==> config.mk <==
export PLATFORM = sky130hd
export DESIGN_NAME = mem_stage_lsu
export DESIGN_NICKNAME = d
export VERILOG_FILES = /design/src/rtl/mem_stage_lsu.sv
export SDC_FILE = /design/constraint.sdc
export NUM_CORES = 1
export LEC_CHECK = 0
export CAP_MARGIN = 20
export CORE_MARGIN = 1.5
export CORE_UTILIZATION = 46
export DETAILED_ROUTE_END_ITERATION = 10
export PLACE_DENSITY = 0.84
export SYNTH_ARGS = -nofsm -noshare
export SYNTH_HDL_FRONTEND = slang
export SYNTH_SLANG_ARGS = --single-unit
==> constraint.sdc <==
create_clock -name clk -period 5.1 [get_ports clk]
set_input_delay 1.02 -clock clk [delete_from_list [all_inputs] [get_ports clk]]
set_output_delay 1.02 -clock clk [all_outputs]
set_load 0.01 [all_outputs]
==> src/rtl/mem_stage_lsu.sv <==
`timescale 1ns/1ps
`default_nettype none
// ============================================================================
// Module      : mem_stage_lsu
// Description : Memory-stage load/store unit. Takes the EX/MEM register
//               outputs and runs one req/gnt/rvalid data-bus transaction per
//               memory instruction. It generates byte enables and
//               lane-replicated store data, and sign/zero-extends load data.
//               It also holds the pipeline stalled until the response
//               arrives.
// Ports       : clk, reset            - clock, synchronous active-high reset
//               alu_result_i          - effective address
//               rs2_i                 - store data, LSB-justified
//               lsu_op_i              - funct3 (B/H/W/BU/HU)
//               data_dest_i           - == DEST_MEM marks a load
//               mem_wr_sig_i          - store
//               stall_o               - hold EX/MEM and earlier stages
//               load_data_o           - extended load result (held)
//               done_o/misalign_o/bus_err_o - single-cycle status pulses
//               dmem_*                - data-bus request/response
// Revision    : 1.0 - initial release
// ============================================================================
module mem_stage_lsu #(
    parameter int         TIMEOUT_CYCLES = 64,
    parameter logic [1:0] DEST_MEM       = 2'b01
) (
    input  logic        clk,
    input  logic        reset,
    input  logic [31:0] alu_result_i,
    input  logic [31:0] rs2_i,
    input  logic [2:0]  lsu_op_i,
    input  logic [1:0]  data_dest_i,
    input  logic        mem_wr_sig_i,
    output logic        stall_o,
    output logic [31:0] load_data_o,
    output logic        done_o,
    output logic        misalign_o,
    output logic        bus_err_o,
    output logic        dmem_req_o,
    input  logic        dmem_gnt_i,
    output logic [31:0] dmem_addr_o,
    output logic        dmem_we_o,
    output logic [3:0]  dmem_be_o,
    output logic [31:0] dmem_wdata_o,
    input  logic        dmem_rvalid_i,
    input  logic [31:0] dmem_rdata_i
);

    localparam logic [1:0] c_IDLE = 2'd0;
    localparam logic [1:0] c_REQ  = 2'd1;
    localparam logic [1:0] c_WAIT = 2'd2;
    localparam logic [1:0] c_DONE = 2'd3;

    // The counter only has to reach TIMEOUT_CYCLES-1.
    localparam int c_CNT_W   = (TIMEOUT_CYCLES > 1) ? $clog2(TIMEOUT_CYCLES) : 1;
    localparam int c_TO_LAST = (TIMEOUT_CYCLES > 0) ? TIMEOUT_CYCLES - 1 : 0;
    localparam logic [c_CNT_W-1:0] c_CNT_LAST = c_CNT_W'(c_TO_LAST);
    localparam logic c_TO_EN = (TIMEOUT_CYCLES > 0);

    logic [1:0]         r_state;
    logic [31:0]        r_addr;
    logic [3:0]         r_be;
    logic [31:0]        r_wdata;
    logic               r_we;
    logic [2:0]         r_op;
    logic [c_CNT_W-1:0] r_cnt;
    logic [31:0]        r_load_data;
    logic               r_misalign;

    logic        w_access;
    logic        w_misaligned;
    logic        w_start;
    logic        w_timeout;
    logic        w_in_req;
    logic [3:0]  w_be;
    logic [31:0] w_wdata;
    logic [31:0] w_shifted;
    logic [31:0] w_load_ext;

    // Request decode. A store takes precedence when both flags are set,
    // which only matters for r_we below.
    assign w_access = mem_wr_sig_i | (data_dest_i == DEST_MEM);

    // lsu_op[1:0] selects the size: 00 byte, 01 half, anything else word.
    // This folds the unused codes 011/110/111 onto word accesses.
    assign w_misaligned = ((lsu_op_i[1:0] == 2'b01) & alu_result_i[0])
                        | (lsu_op_i[1]              & (|alu_result_i[1:0]));

    assign w_start = (r_state == c_IDLE) & w_access & ~w_misaligned;

    always_comb begin
        w_be    = 4'b1111;
        w_wdata = rs2_i;
        case (lsu_op_i[1:0])
            2'b00: begin
                w_be    = 4'b0001 << alu_result_i[1:0];
                w_wdata = {4{rs2_i[7:0]}};
            end
            2'b01: begin
                w_be    = 4'b0011 << alu_result_i[1:0];
                w_wdata = {2{rs2_i[15:0]}};
            end
            default: ;
        endcase
    end

    // Bring the addressed lane down to bit 0, then extend it.
    assign w_shifted = dmem_rdata_i >> {r_addr[1:0], 3'b000};

    always_comb begin
        w_load_ext = dmem_rdata_i;
        case (r_op[1:0])
            2'b00:   w_load_ext = r_op[2] ? {24'd0, w_shifted[7:0]}
                                          : {{24{w_shifted[7]}}, w_shifted[7:0]};
            2'b01:   w_load_ext = r_op[2] ? {16'd0, w_shifted[15:0]}
                                          : {{16{w_shifted[15]}}, w_shifted[15:0]};
            default: ;
        endcase
    end

    // A grant is not completion, so a grant on the last REQ cycle still times
    // out. An rvalid on the last WAIT cycle completes the access normally.
    assign w_timeout = c_TO_EN & (r_cnt == c_CNT_LAST)
                     & ((r_state == c_REQ) | ((r_state == c_WAIT) & ~dmem_rvalid_i));

    always_ff @(posedge clk) begin
        if (reset) begin
            r_state     <= c_IDLE;
            r_addr      <= '0;
            r_be        <= '0;
            r_wdata     <= '0;
            r_we        <= 1'b0;
            r_op        <= '0;
            r_cnt       <= '0;
            r_load_data <= '0;
            r_misalign  <= 1'b0;
        end else begin
            r_misalign <= (r_state == c_IDLE) & w_access & w_misaligned;
            case (r_state)
                c_IDLE: begin
                    if (w_start) begin
                        r_addr  <= alu_result_i;
                        r_be    <= w_be;
                        r_wdata <= w_wdata;
                        r_we    <= mem_wr_sig_i;
                        r_op    <= lsu_op_i;
                        r_cnt   <= '0;
                        r_state <= c_REQ;
                    end
                end
                c_REQ: begin
                    if (w_timeout) begin
                        r_load_data <= '0;
                        r_state     <= c_DONE;
                    end else begin
                        r_cnt <= r_cnt + 1'b1;
                        if (dmem_gnt_i) begin
                            r_state <= c_WAIT;
                        end
                    end
                end
                c_WAIT: begin
                    if (dmem_rvalid_i) begin
                        if (!r_we) begin
                            r_load_data <= w_load_ext;
                        end
                        r_state <= c_DONE;
                    end else if (w_timeout) begin
                        r_load_data <= '0;
                        r_state     <= c_DONE;
                    end else begin
                        r_cnt <= r_cnt + 1'b1;
                    end
                end
                default: begin
                    r_state <= c_IDLE;
                end
            endcase
        end
    end

    assign w_in_req = (r_state == c_REQ);

    assign stall_o      = w_start | w_in_req | (r_state == c_WAIT);
    assign load_data_o  = r_load_data;
    assign done_o       = (r_state == c_DONE);
    assign misalign_o   = r_misalign;
    assign bus_err_o    = w_timeout;
    assign dmem_req_o   = w_in_req;
    assign dmem_addr_o  = w_in_req ? {r_addr[31:2], 2'b00} : 32'd0;
    assign dmem_we_o    = w_in_req & r_we;
    assign dmem_be_o    = w_in_req ? r_be : 4'd0;
    assign dmem_wdata_o = w_in_req ? r_wdata : 32'd0;

endmodule
`default_nettype wire

==> impl_metrics.ini, run 1 <==
[route]
finalWirelength_mm = 16.74
wl_per_cell_um = 16.71
ant_nets = 0
via_per_inst = 5.515
drtPass1Iterations = 5
drt_iter0_drc = 426
dr_total_vias = 5526
drc = 0

[logic_synthesis]
yosysTopAreaCellShare_pct = 41.90
synthDistinctLibCells = 55
synth-edff-count = 0
yosys.area.top_type = dfxtp_1
synth_area_um2 = 5399
synth_warnings = 0
netlist_top_cells_area = dfxtp_1, nand2_1, and2_1, a21oi_1, mux2i_1
async_flop_share_pct = 0
synth.avg_cell_area_um2 = 8.168
synth_top_flop_cell = dfxtp_1
synth_seq_cells = 113
synthCells = 661
yosysSeqAreaShare_pct = 41.90

[placed_design]
gp_congestion = 0.9270
place_ws_ps = 966.2
hpwl_mm = 11.58
port_buffers = 209

[final_layout]
multi_input_area_um2 = 2882
fillers = 889
nets = 957
drive_gt1_share_pct = 6.403
syn2layout_area_growth_pct = 51.15
regArea_um2 = 2262
antenna_cells = 0

[sta]
worstMarginPinSlew_ps = 880.2
setup_tns_ps = 0
finalHoldViolCount = 0
finalSetupViolations = 0
fmax_mhz = 240.7
fin_ws_ps = 944.7
final.period_utilization_pct = 81.48
drv_slew = 0
rsz0062_at_grt = false
fin_skew_ps = 7.711
worst_slew_margin_rel_pct = 41.32
layout_min_cycle_time_ps = 4155

[critical_path]
rr_endpoint = load_data_o[8]$_SDFFE_PP0P_
path_cells = clkdlybuf4s50_1, nor2b_1, o21ai_0, nor2_4, or3_1, clkdlybuf4s50_1
r2r_setup_slack_ps = 2560
r2r_cells = 9
path_class = input pin to output port
critPathLaunchType = input pin
path_max_fanout = 4
critPathTopFamily = buffers and inverters
crit_arrival_ps = 3140
critPathMaxStageDelay_ps = 570
path_buf_inv = 2
r2r-start = r_state[1]$_SDFFE_PP0P_
slowest_stage = o21ai_0
critPathRequiredTime_ps = 4080
cpMostUsedCell = clkdlybuf4s50_1
critPathCaptureType = output port

[grt]
grt_pass1_wl_mm = 26.91
grt_antenna_before_repair = 0
gr-total-overflow = 0
grt_pass1_vias = 5308
grt.total_usage_pct = 26.64
grt_start_max_net_pins = 90

[pwr]
clkPwrFrac_pct = 38.1
power_leakage_nw = 3.008
p_comb_share_pct = 28.5
p_seq_share_pct = 33.4
switchingPower_mw = 1.028
switching_share_pct = 30.69
ir_drop_mv = 0.3822
p_int_mw = 2.321
p_per_area_nw_per_um2 = 410.4

[cts]
clkTransAtPathRegs_ps = 50
cts_tree = done
cts-root-buf = clkbuf_16
numCtsBuffers = 17
htreeDepth = 4
cts.sinks = 113
ctsHoldBuffers = 0
clkLatencyLatePin_ps = 400
clk_path_buf_depth = 2
postCtsSetupBuffers = 0
cts_resized = 0

[min_path]
hp-class = flop to flop
whs_endpoint = r_wdata[0]$_SDFFE_PP0P_
min_from = r_wdata[0]$_SDFFE_PP0P_
hold_depth = 2

[floorplanning]
die_h_um = 111.3
start_util_pct = 47.28
rows = 39
die_area_um2 = 12400
core_area_um2 = 11420
die_w_um = 111.3
io_pins = 212

[status]
status = finished, final reports clean

[flow_run]
maxCapViolations = 0
power groups by stage:
stage          clock network (mW)  logic [mW]  registers [mW]
4_1_cts                      1.29       0.944            1.12
3_3_place_gp                    0       0.912            1.12
5_1_grt                      1.34        1.05            1.13
6_report                     1.28       0.954            1.12
2_1_floorplan                   0       0.580            1.10
3_5_place_dp                    0       0.934            1.13
worst register-to-register path, cell delays in order, from the launching register on:
cell and delay, ps:
dfxtp_1 330, inv_1 90, ha_2 410, buf_12 260
inv_2 90, o21ai_2 160, a41oi_2 240, nor2b_1 210
buf_4 250, a221o_1 400
per-stage QoR:
| stage | area (um^2) | instances | utilization [%] | power [mW] | hold WS, ps |
|---|---|---|---|---|---|
| floorplan | 5403 | 662 | - | 1.685 | 431.7 |
| global placement | 7492 | 969 | 65.61 | 2.034 | 437.2 |
| detailed placement | 7492 | 969 | 65.61 | 2.066 | 442.1 |
| CTS | 8140 | 1001 | 71.29 | 3.350 | 449.6 |
| global route | 8160 | 1002 | 71.47 | 3.517 | 467.2 |
| finish | 8160 | 1002 | 71.47 | 3.349 | 451.3 |
flip-flops by register name, indices dropped and copies added, names as in the netlist:
| signal | flops |
|---|---|
| r_op | 3 |
| r_be | 4 |
| misalign_o | 1 |
| r_state | 2 |
| r_we | 1 |
| r_wdata | 32 |
| r_cnt | 6 |
| r_addr | 32 |
| load_data_o | 32 |
cells by family (layout without fill, tap and decap cells):
logic type,Yosys count,after routing,synth area share (%)
other,1,2,0.06946
AND/OR/NAND/NOR,276,276,24.03
adder cells (fa/ha/maj),6,6,1.344
buffers and inverters,60,257,5.145
AO/OA/AOI/OAI,178,178,22.48
flip-flops,113,113,41.90
multiplexers,27,27,5.029
synthesized netlist by cell type, types with 2 or more instances:
cell       number
or3_1           4
nand3_1         5
o221ai_1        5
or3b_1          2
clkbuf_1       36
a311oi_1        9
mux2i_1        26
nand2_1       134
nor2_2          3
o2bb2ai_1       3
o21ai_0        23
a211oi_1        9
a211o_1         2
a221o_1        22
a22o_1          7
and2_1         68
a21oi_1        74
dfxtp_1       113
nor2_1         38
o211ai_1       10
ha_1            5
nand2b_1        4
buf_2           6
nand3b_1        2
buf_1           3
nor2b_1         6
buf_6           5
and3_1          2
buf_4           2
inv_1           6
nor3_1          3
cells in the final DEF (no fill, tap or decap), types with 9 or more instances in the layout:
cell type        count
nor2_1              38
dfxtp_1            113
clkbuf_16           17
a211oi_1             9
a21oi_1             74
a311oi_1             9
o211ai_1            10
clkdlybuf4s50_1    208
mux2i_1             26
and2_1              68
nand2_1            134
o21ai_0             23
a221o_1             22
worst max-delay path by stage:
stage                     endpoint  cells past startpoint            from  slack, ps
after CTS                  stall_o                      6  data_dest_i[0]        960
after floorplan            stall_o                      5  data_dest_i[0]       1920
after global placement     stall_o                      6  data_dest_i[0]       1050
final                      stall_o                      6  data_dest_i[0]        940
after detailed placement   stall_o                      6  data_dest_i[0]        970
after global routing       stall_o                      6  data_dest_i[0]        880
cell type report:
class	count	share of cell area (%)
Clock buffer	20	5.719
Clock inverter	12	2.223
Inverter	8	0.3680
Multi-Input combinational cell	489	35.31
Sequential cell	113	27.72
Tap cell	143	2.193
Timing Repair Buffer	217	26.46
metal layers:
| layer | track usage [%] | share of wire (%) |
|---|---|---|
| met1 | 32.68 | 42 |
| met2 | 45.56 | 49 |
| met3 | 7.839 | 7.5 |
| met4 | 7.595 | 1.5 |
| met5 | 0 | 0 |
No activity file was read; power rests on OpenSTA's default activity.
==> run 2: changes to the inputs <==
- CORE_UTILIZATION: 46 -> 40
- PLACE_DENSITY: 0.84 -> 0.77
- clock period: 5.1 -> 3.55 ns (I/O delays scaled with it)
==> impl_metrics.ini, run 2 (synthesized netlist as in run 1, its figures left out) <==
[pwr]
p_per_area_nw_per_um2 = 566.5
switching_share_pct = 31.36
p_comb_share_pct = 30.3
power_mw = 4.630
switchingPower_mw = 1.452
clkPwrFrac_pct = 35.6
power_leakage_nw = 3.012
p_seq_share_pct = 34.1
ir_drop_mv = 0.4858
p_int_mw = 3.178

[sta]
rsz0062_at_grt = false
drv_slew = 0
worstMarginPinSlew_ps = 900.3
final.period_utilization_pct = 92.64
finalSetupViolations = 0
worst_slew_margin_rel_pct = 39.98
layout_min_cycle_time_ps = 3289
setup_tns_ps = 0
fin_ws_ps = 261.2
hold_ws_ps = 445.7
fmax_mhz = 304.1
fin_skew_ps = 10.55
finalHoldViolCount = 0

[final_layout]
regArea_um2 = 2262
antenna_cells = 0
fillers = 1117
syn2layout_area_growth_pct = 51.36
multi_input_area_um2 = 2882
drive_gt1_share_pct = 6.821
finalNonFillerCells = 1041
nets = 963
layout_commonest_cell = clkdlybuf4s50_1
final_cell_mix = clkdlybuf4s50_1, nand2_1, dfxtp_1
post-route-util_pct = 61.95
design_area_um2 = 8172

[critical_path]
slowest_stage = clkdlybuf4s50_1
rr_endpoint = load_data_o[15]$_SDFFE_PP0P_
critPathRequiredTime_ps = 2840
critPathLaunchType = input pin
cpMostUsedCell = clkdlybuf4s50_1
path_class = input pin to output port
critPathCaptureType = output port
path_cells = clkdlybuf4s50_1, nor2b_1, o21ai_0, nor2_4, or3_1, clkdlybuf4s50_1
critPathMaxStageDelay_ps = 560
r2r_cells = 8
r2r-start = r_state[0]$_SDFFE_PP0P_
path_max_fanout = 3
crit_arrival_ps = 2580
r2r_setup_slack_ps = 960

[grt]
grt_start_max_net_pins = 90
gr-total-overflow = 0
grt_pass1_vias = 5130
grt_pass1_wl_mm = 26.35
grt.total_usage_pct = 23.50
grt_antenna_before_repair = 0

[route]
wl_met2_mm = 7.724
drc = 0
drt_iter0_drc = 329
drtPass1Iterations = 5
wl_met1_mm = 7.093
finalWirelength_mm = 16.49
wl_per_cell_um = 15.84
dr_total_vias = 5409
top_layer = met4
via_per_inst = 5.196
ant_nets = 0
wl_met3_mm = 1.323

[floorplanning]
rows = 42
core_area_um2 = 13190
start_util_pct = 40.93
die_area_um2 = 14200
die_w_um = 119.2
die_h_um = 119.2
io_pins = 212

[cts]
ctsHoldBuffers = 0
clk_path_buf_depth = 2
htreeDepth = 4
numCtsBuffers = 17
cts_tree = done
clkLatencyLatePin_ps = 420
cts-root-buf = clkbuf_16
cts_resized = 0
clkTransAtPathRegs_ps = 50
cts.sinks = 113
postCtsSetupBuffers = 0

[placed_design]
hpwl_mm = 11.41
place_area_um2 = 7599
place_ws_ps = 218.8
dp.cells = 1009
port_buffers = 209
gp_congestion = 0.8232

[min_path]
whs_endpoint = r_addr[10]$_SDFFE_PP0P_
hp-class = flop to flop
min_from = r_addr[10]$_SDFFE_PP0P_
hold_depth = 2

[status]
status = finished, final reports clean

[flow_run]
maxCapViolations = 0
[run 2: changes by cell type in the layout (fill, tap and decap cells not counted), sizes merged]
cell | before | now
clkinv | 5 | 7
clkbuf | 20 | 21
clkinvlp | 4 | 3
bufinv | 4 | 2
buf | 9 | 15
[run 2: worst max-delay path by stage]
stage	to	slack, ps	from
detailed placement	stall_o	220	data_dest_i[0]
floorplan	stall_o	990	data_dest_i[0]
finish	stall_o	260	data_dest_i[0]
global placement	stall_o	220	data_dest_i[0]
CTS	stall_o	210	data_dest_i[0]
global route	stall_o	150	data_dest_i[0]
[run 2: critical path, delay by kind of cell]
| kind | cells | cell delay, ps |
|---|---|---|
| AO/OA/AOI/OAI | 1 | 250 |
| AND/OR/NAND/NOR | 3 | 600 |
| buffers and inverters | 2 | 1010 |
[run 2: power groups by stage]
stage	clock network [mW]	registers [mW]	logic (mW)
finish	1.65	1.58	1.40
global route	1.73	1.61	1.54
CTS	1.67	1.58	1.41
detailed placement	0	1.60	1.41
global placement	0	1.60	1.39
floorplan	0	1.59	0.833
[run 2: metal layers]
| metal | global-route usage, % | up-vias |
|---|---|---|
| met3 | 8.812 | 25 |
| met1 | 28.52 | 2503 |
| met2 | 37.97 | 198 |
| met4 | 8.584 | 0 |
| met5 | 0 | - |
| li1 | - | 2683 |
[run 2: layout make-up]
class	count	area share, %
clock buffers	21	5.635
clock inverters	11	1.378
inverters	8	0.3675
multi-input cells	489	35.26
flip-flops and latches	113	27.68
well taps	176	2.695
repair buffers	223	26.98
==> run 3: changes to the inputs <==
- CORE_UTILIZATION: 40 -> 41
- CTS_BUF_LIST: not set -> sky130_fd_sc_hd__clkbuf_8
- PLACE_DENSITY: 0.77 -> 0.79
==> impl_metrics.ini, run 3 (synthesized netlist as in run 1, its figures left out) <==
[sta]
fmax_mhz = 304.5
setup_tns_ps = 0
fin_ws_ps = 266.3
fin_skew_ps = 9.897
rsz0062_at_grt = false
final.period_utilization_pct = 92.50
worstMarginPinSlew_ps = 890.4
finalSetupViolations = 0
finalHoldViolCount = 0
layout_min_cycle_time_ps = 3284
drv_slew = 0
worst_slew_margin_rel_pct = 40.64

[route]
via_per_inst = 5.350
dr_total_vias = 5548
drc = 0
wl_per_cell_um = 16.62
ant_nets = 0
drt_iter0_drc = 364
finalWirelength_mm = 17.24
drtPass1Iterations = 5

[grt]
grt_start_max_net_pins = 90
grt_pass1_vias = 5488
grt_pass1_wl_mm = 27.64
grt_antenna_before_repair = 0
gr-total-overflow = 0
grt.total_usage_pct = 24.59

[final_layout]
syn2layout_area_growth_pct = 48.11
drive_gt1_share_pct = 6.821
layout_commonest_cell = clkdlybuf4s50_1
antenna_cells = 0
nets = 963
final_cell_mix = clkdlybuf4s50_1, nand2_1, dfxtp_1

[critical_path]
critPathLaunchType = input pin
path_class = input pin to output port
crit_arrival_ps = 2570
rr_endpoint = r_be[3]$_SDFFE_PP0P_
r2r_setup_slack_ps = 1170
cpMostUsedCell = clkdlybuf4s50_1
path_cells = clkdlybuf4s50_1, nor2b_1, o21ai_0, nor2_4, or3_1, clkdlybuf4s50_1
critPathCaptureType = output port
slowest_stage = clkdlybuf4s50_1
r2r_cells = 7
critPathMaxStageDelay_ps = 520
path_max_fanout = 2
critPathRequiredTime_ps = 2840
r2r-start = r_state[0]$_SDFFE_PP0P_

[cts]
cts_resized = 0
clkTransAtPathRegs_ps = 70
cts.sinks = 113
ctsHoldBuffers = 0
cts-root-buf = clkbuf_8
clk_path_buf_depth = 2
clkLatencyLatePin_ps = 420
postCtsSetupBuffers = 0
htreeDepth = 4
cts_tree = done
numCtsBuffers = 17

[pwr]
p_seq_share_pct = 37.8
switching_share_pct = 32.99
power_leakage_nw = 2.943
p_comb_share_pct = 32.5
clkPwrFrac_pct = 29.7
p_int_mw = 2.844
p_per_area_nw_per_um2 = 530.9
switchingPower_mw = 1.401
ir_drop_mv = 0.2944

[min_path]
min_from = r_addr[30]$_SDFFE_PP0P_
hp-class = flop to flop
hold_depth = 2
whs_endpoint = r_addr[30]$_SDFFE_PP0P_

[floorplanning]
io_pins = 212
core_area_um2 = 12720
start_util_pct = 42.44
rows = 41
die_h_um = 117.8
die_w_um = 117.8
die_area_um2 = 13870

[placed_design]
hpwl_mm = 12.36
gp_congestion = 0.9501
port_buffers = 209
place_ws_ps = 250.9

[flow_run]
maxCapViolations = 0

[status]
status = finished, final reports clean
-- run 3: cell count changes in the layout (fill, tap and decap cells not counted), sizes merged --
| cell | before | now |
|---|---|---|
| bufinv | 2 | 3 |
| clkbuf | 21 | 20 |
| clkinv | 7 | 5 |
| inv | 7 | 9 |
-- run 3: per-stage QoR --
| stage | instances | util [%] | total power [mW] | instance area (um^2) | hold slack (ps) |
|---|---|---|---|---|---|
| finish | 1037 | 62.85 | 4.245 | 7996 | 449.5 |
| global route | 1037 | 62.85 | 4.484 | 7996 | 465.9 |
| CTS | 1037 | 62.85 | 4.270 | 7996 | 452.8 |
| detailed placement | 1005 | 59.59 | 3.003 | 7581 | 444.1 |
| global placement | 1005 | 59.59 | 2.949 | 7581 | 437.8 |
| floorplan | 662 | - | 2.421 | 5403 | 431.7 |
-- run 3: worst max-delay path by stage --
stage                   start       to  slack [ps]  depth (start not counted)
6_report       data_dest_i[1]  stall_o         270                          6
5_1_grt        data_dest_i[1]  stall_o         180                          6
4_1_cts        data_dest_i[1]  stall_o         240                          6
3_5_place_dp   data_dest_i[1]  stall_o         250                          6
3_3_place_gp   data_dest_i[0]  stall_o         260                          6
2_1_floorplan  data_dest_i[0]  stall_o         990                          5
-- run 3: metal layers --
metal	up-vias	global-route usage, %	part of all wire (%)
met4	0	9.146	2.1
met1	2609	30.02	41
met2	229	41.05	49
li1	2679	-	-
met5	-	0	0
met3	31	7.171	7.7
-- run 3: area by class of cell --
type / count / area, um^2
sequential: 113 / 2262
fill: 1144 / 4726
clock inverter: 12 / 140.1
inverter: 8 / 30.03
clock buffer: 20 / 275.3
multi-input combinational: 489 / 2882
timing repair buffer: 223 / 2192
tap: 172 / 215.2
-- run 3: power groups by stage --
stage,sequential (mW),combinational (mW),clock (mW)
after floorplan,1.59,0.833,0
after global placement,1.61,1.33,0
after detailed placement,1.63,1.37,0
after CTS,1.60,1.38,1.29
after global routing,1.63,1.51,1.34
final,1.61,1.38,1.26
-- run 3: worst max-delay path, delay by kind of cell --
kind / cells / cell delay [ps]
simple gates: 3 / 450
compound gates: 1 / 410
buf+inv: 2 / 1000
